### src/rtl/mac_row_processor.sv
// Row-by-columns multiply-accumulate engine: one A row against COLS B columns,
// one product term per cycle, with optional accumulation across jobs and output clamping.
module mac_row_processor #(
    parameter int unsigned SIZE       = 4,
    parameter int unsigned CELL_WIDTH = 8,
    parameter int unsigned COLS       = 4,
    parameter int unsigned ACC_WIDTH  = 2*CELL_WIDTH+4
) (
    input  logic                              in_clk,
    input  logic                              in_reset,
    input  logic                              in_ready,
    input  logic [SIZE*CELL_WIDTH-1:0]        in_row_a,
    input  logic [COLS*SIZE*CELL_WIDTH-1:0]   in_cols_b,
    input  logic                              in_accumulate,
    input  logic                              in_saturate,
    input  logic                              out_ack,
    output logic                              out_busy,
    output logic                              out_ready,
    output logic [COLS*CELL_WIDTH-1:0]        out_cells_c,
    output logic                              out_overflow
);

    localparam int unsigned KW = (SIZE > 1) ? $clog2(SIZE) : 1;
    localparam int unsigned PW = 2*CELL_WIDTH;

    typedef enum logic [1:0] {S_IDLE, S_MAC, S_FMT, S_DONE} state_t;

    state_t state_q, state_d;

    logic [SIZE-1:0][CELL_WIDTH-1:0]            a_q, a_d;
    logic [COLS-1:0][SIZE-1:0][CELL_WIDTH-1:0]  b_q, b_d;
    logic                                       sat_q, sat_d;
    logic [KW-1:0]                              k_q, k_d;
    logic [COLS-1:0][ACC_WIDTH-1:0]             acc_q, acc_d;
    logic [COLS-1:0][CELL_WIDTH-1:0]            cells_q, cells_d;
    logic                                       ovf_q, ovf_d;
    logic                                       ready_q, ready_d;
    logic                                       busy_q, busy_d;
    logic [PW-1:0]                              prod;

    logic k_last;
    assign k_last = (k_q == KW'(SIZE-1));

    // State register
    always_ff @(posedge in_clk or negedge in_reset) begin
        if (!in_reset) state_q <= S_IDLE;
        else           state_q <= state_d;
    end

    // Next-state logic
    always_comb begin
        state_d = state_q;
        case (state_q)
            S_IDLE:  if (in_ready) state_d = S_MAC;
            S_MAC:   if (k_last)   state_d = S_FMT;
            S_FMT:                 state_d = S_DONE;
            S_DONE:  if (out_ack)  state_d = S_IDLE;
            default:               state_d = S_IDLE;
        endcase
    end

    // Datapath and registered-output next values
    always_comb begin
        a_d     = a_q;
        b_d     = b_q;
        sat_d   = sat_q;
        k_d     = k_q;
        acc_d   = acc_q;
        cells_d = cells_q;
        ovf_d   = ovf_q;
        ready_d = ready_q;
        busy_d  = (state_d != S_IDLE);
        prod    = '0;
        case (state_q)
            S_IDLE: begin
                if (in_ready) begin
                    a_d   = in_row_a;
                    b_d   = in_cols_b;
                    sat_d = in_saturate;
                    k_d   = '0;
                    if (!in_accumulate) acc_d = '0;
                end
            end
            S_MAC: begin
                for (int j = 0; j < COLS; j++) begin
                    prod     = PW'(a_q[k_q]) * PW'(b_q[j][k_q]);
                    acc_d[j] = acc_q[j] + ACC_WIDTH'(prod);
                end
                k_d = k_last ? '0 : k_q + KW'(1);
            end
            S_FMT: begin
                ready_d = 1'b1;
                ovf_d   = 1'b0;
                for (int j = 0; j < COLS; j++) begin
                    // Any bit above the cell width means the value does not fit
                    if (|acc_q[j][ACC_WIDTH-1:CELL_WIDTH]) begin
                        ovf_d      = 1'b1;
                        cells_d[j] = sat_q ? '1 : acc_q[j][CELL_WIDTH-1:0];
                    end else begin
                        cells_d[j] = acc_q[j][CELL_WIDTH-1:0];
                    end
                end
            end
            S_DONE: begin
                if (out_ack) ready_d = 1'b0;
            end
            default: ;
        endcase
    end

    // Datapath and output registers
    always_ff @(posedge in_clk or negedge in_reset) begin
        if (!in_reset) begin
            a_q     <= '0;
            b_q     <= '0;
            sat_q   <= 1'b0;
            k_q     <= '0;
            acc_q   <= '0;
            cells_q <= '0;
            ovf_q   <= 1'b0;
            ready_q <= 1'b0;
            busy_q  <= 1'b0;
        end else begin
            a_q     <= a_d;
            b_q     <= b_d;
            sat_q   <= sat_d;
            k_q     <= k_d;
            acc_q   <= acc_d;
            cells_q <= cells_d;
            ovf_q   <= ovf_d;
            ready_q <= ready_d;
            busy_q  <= busy_d;
        end
    end

    assign out_busy     = busy_q;
    assign out_ready    = ready_q;
    assign out_cells_c  = cells_q;
    assign out_overflow = ovf_q;

endmodule

### config.mk
export PLATFORM = sky130hd
export DESIGN_NAME = mac_row_processor
export DESIGN_NICKNAME = d
export VERILOG_FILES = /design/src/rtl/mac_row_processor.sv
export SDC_FILE = /design/constraint.sdc
export NUM_CORES = 1
export LEC_CHECK = 0
export BUFFER_PORTS_ARGS = -buffer_cell sky130_fd_sc_hd__buf_2
export CAP_MARGIN = 20
export CORE_MARGIN = 4
export CORE_UTILIZATION = 60
export CTS_BUF_LIST = sky130_fd_sc_hd__clkbuf_4 sky130_fd_sc_hd__clkbuf_8
export DETAILED_ROUTE_END_ITERATION = 8
export GPL_ROUTABILITY_DRIVEN = 0
export PLACE_DENSITY = 0.8
export REMOVE_ABC_BUFFERS = 1
export SLEW_MARGIN = 20
export SYNTH_ARGS = -nofsm -noshare
export SYNTH_HDL_FRONTEND = slang
export SYNTH_SLANG_ARGS = --single-unit
### constraint.sdc
create_clock -name in_clk -period 15.86 [get_ports in_clk]
set_clock_uncertainty 0.05 [all_clocks]
set_input_delay 3.172 -clock in_clk [delete_from_list [all_inputs] [get_ports in_clk]]
set_output_delay 3.172 -clock in_clk [all_outputs]
set_load 0.02 [all_outputs]
==> run_results.csv <==
group,metric,value,unit
cts,post_cts_resized,0,
placed_design,hpwl,40.9,mm
logic_synthesis,yosys_warnings,0,
floorplanning,ios,201,
logic_synthesis,synthFlopType,"dfrtp_1",
setup_path,cpPeakStageDelay,980,ps
logic_synthesis,synth_top_area_cell,"dfrtp_1",
route,ant_nets,0,
floorplanning,die_x,201,microns
timing,setup_viol,0,
cts,tritoncts,"built",
logic_synthesis,post-synth-top-count-cell,"inv_1",
route,via_per_inst,5.76,
logic_synthesis,syn_area_per_cell,10.0,sq um
setup_path,crit_top_cell,"fa_1",
logic_synthesis,yosys.area.top_type_share,31.2,%
cts,clock_path_buffers,3,
logic_synthesis,synth_top_family_by_area,"adder cells",
route,vias,16900,
logic_synthesis,synth-edff-count,0,
route,initialDrtViolationCount,1210,
layout,drive_gt1_share,18.5,%
timing,worst_slew_pin_slew,1120,ps
logic_synthesis,synthXorXnorAreaFrac,1.80,%
timing,fmax,147,MHz
floorplanning,die_height,201,microns
global_route,grt_pass1_wl,91.1,mm
logic_synthesis,netlist_area,22400,sq um
status,status,"finished, final reports clean",
cts,h-tree-depth,2,
timing,grt_setup_unrepaired,"false",
logic_synthesis,synth_fa_ha_area_share,27.0,%
layout,multiInputGateArea,13600,sq um
timing,fin_crit_sh,42.9,%
timing,tns,0,ps
cts,cts_buffers,50,
logic_synthesis,synthMuxAreaShare,12.3,%
setup_path,worstSetupStartpointType,"flop",
global_route,grt_max_degree,172,
setup_path,worst-path-max-fanout,74,
layout,finalNetCount,2961,
global_route,groute.usage.overall,27.6,%
cts,root_buffer,"clkbuf_8",
cts,post_cts_buffers,0,
route,wl_per_cell,18.7,microns
logic_synthesis,synth_simple_gate_area_share,9.15,%
logic_synthesis,ys_seq_elements,280,
logic_synthesis,async_reset_ff_share,100,%
global_route,antenna_found_initial,1,
timing,timing_hold_violations_final,0,
cts,cts_hold_buffers,0,
floorplanning,rows,70,
setup_path,cpMaxStageDelayCell,"o21a_1",
layout,fill_cells,2769,
setup_path,crit_chain,"buf_4, o21a_1, nand2_1, fa_1, fa_1, inv_1, fa_1, inv_1, fa_1, inv_1, ha_1, a2111o_1, a31oi_2, nor2_1, a311oi_2, a211oi_1, mux2_4",
logic_synthesis,synth_seq_area_share,31.2,%
setup_path,worstSetupPathType,"reg -> reg",
route,drc,0,
placed_design,io_buffer_count,200,
timing,period_minus_slack,6810,ps
setup_path,cp.arrival,7260,ps
logic_synthesis,synth-compound-area-share,10.3,%
run,maxCapViolCount,0,
logic_synthesis,synth_cells,2240,
setup_path,required,16310,ps
floorplanning,fp.coreArea,36800,sq um
setup_path,endpoint_kind,"flop",
layout,seq_area,7010,sq um
cts,cts.sinks,280,
min_path,worstHoldPathType,"reg -> reg",
cts,insertion_delay,640,ps
route,drtPass1Iterations,6,
layout,area_growth_syn_to_layout,11.7,%
logic_synthesis,netlist_top_cells_count,"403 x inv_1, 280 x dfrtp_1, 239 x nand2_1",
timing,final_max_slew_viol_count,0,
global_route,grt_pass1_vias,18200,
floorplanning,initial_utilization,61.0,%
global_route,grt-ovfl-total,0,
route,wirelength,55.0,mm
logic_synthesis,synth_cell_type_count,62,
timing,slew_headroom,25.4,%
logic_synthesis,synth.area.top_cells,"dfrtp_1 31%, fa_1 18%, ha_1 9.2%, inv_1 6.7%, mux2_2 5.9%",
cts,clk_pin_slew,60,ps
floorplanning,dieArea,40500,sq um
==> area by class of cell <==
class / count / share of cell area [%]
well taps: 468 / 2.34
inverters: 404 / 6.05
diodes: 1 / 0.00999
clock inverters: 14 / 0.709
flip-flops and latches: 280 / 28.0
clock buffers: 78 / 4.06
multi-input cells: 1477 / 54.2
repair buffers: 217 / 4.59
==> layer usage <==
metal | GRT usage [%] | share of wire (%)
met1 | 34.9 | 39
met2 | 45.8 | 48
met3 | 7.16 | 8.8
met4 | 10.7 | 4.0
met5 | 0 | 0
==> worst paths after layout <==
path / startpoint / endpoint / slack [ps] / cells after the start
setup / recovery: k_q[0] / acc_q[59] / 9050 / 17
max in group asynchronous: in_reset / k_q[1] / 11660 / 2
hold reg to reg: a_q[29] / a_q[29] / 430 / 1
min in group asynchronous: in_reset / acc_q[53] / 2550 / 1
hold / removal: a_q[29] / a_q[29] / 430 / 1
setup reg to reg: k_q[0] / acc_q[59] / 9050 / 17
==> per-stage QoR <==
stage                     worst slack (ps)  cell area [sq um]  cells  util (%)  hold WS, ps
after global routing                  8720              25100   2939      68.1          444
final                                 9050              25100   2939      68.1          433
after floorplan                       8200              22100   2161         -          403
after detailed placement              9010              23900   2845      64.8          421
after global placement                9210              23900   2845      64.8          411
after CTS                             8940              25000   2937      68.1          436
==> kinds of logic (layout without fill, tap and decap cells) <==
group / Yosys count / in the layout
xor+xnor: 46 / 46
simple gates: 481 / 481
compound gates: 352 / 352
fa+ha+maj: 365 / 365
other cells: 0 / 1
mux: 233 / 233
buf+inv: 483 / 713
flops: 280 / 280
==> worst max-delay path, delay by kind of cell (launching register included) <==
family | cells | cell delay (ps)
DFF | 1 | 590
and+or+nand+nor | 2 | 310
muxes | 1 | 310
adders and majority gates | 5 | 2420
buffers and inverters | 4 | 840
AOI/OAI and AO/OA | 5 | 2110
==> state kept, by name, summed over array words and instances, names as in the netlist <==
register      flops
a_q              32
acc_q            80
b_q             128
k_q               2
out_busy          1
out_cells_c      32
out_overflow      1
out_ready         1
sat_q             1
state_q           2
==> cells in the final DEF (no fill, tap or decap), types with 7 or more instances in the layout <==
| cell | count |
|---|---|
| and2_1 | 43 |
| clkbuf_8 | 69 |
| clkbuf_4 | 9 |
| buf_2 | 199 |
| o21a_1 | 39 |
| a31oi_1 | 14 |
| o22ai_1 | 23 |
| xor2_1 | 25 |
| o21bai_1 | 7 |
| a211oi_1 | 11 |
| o21ai_0 | 50 |
| xnor2_1 | 21 |
| nand3_1 | 17 |
| inv_1 | 403 |
| fa_1 | 200 |
| a21oi_1 | 59 |
| o21ai_1 | 52 |
| nor2_1 | 131 |
| ha_1 | 165 |
| nand2_1 | 239 |
| o22a_1 | 32 |
| a21o_1 | 19 |
| dfrtp_1 | 278 |
| mux4_2 | 14 |
| mux2i_1 | 27 |
| nor4_1 | 16 |
| mux2_1 | 73 |
| mux2_2 | 118 |
| buf_4 | 16 |
| clkinv_2 | 7 |
Power is not shown: default switching activity piles up to over one toggle a cycle in this logic, so the estimate is an artifact.
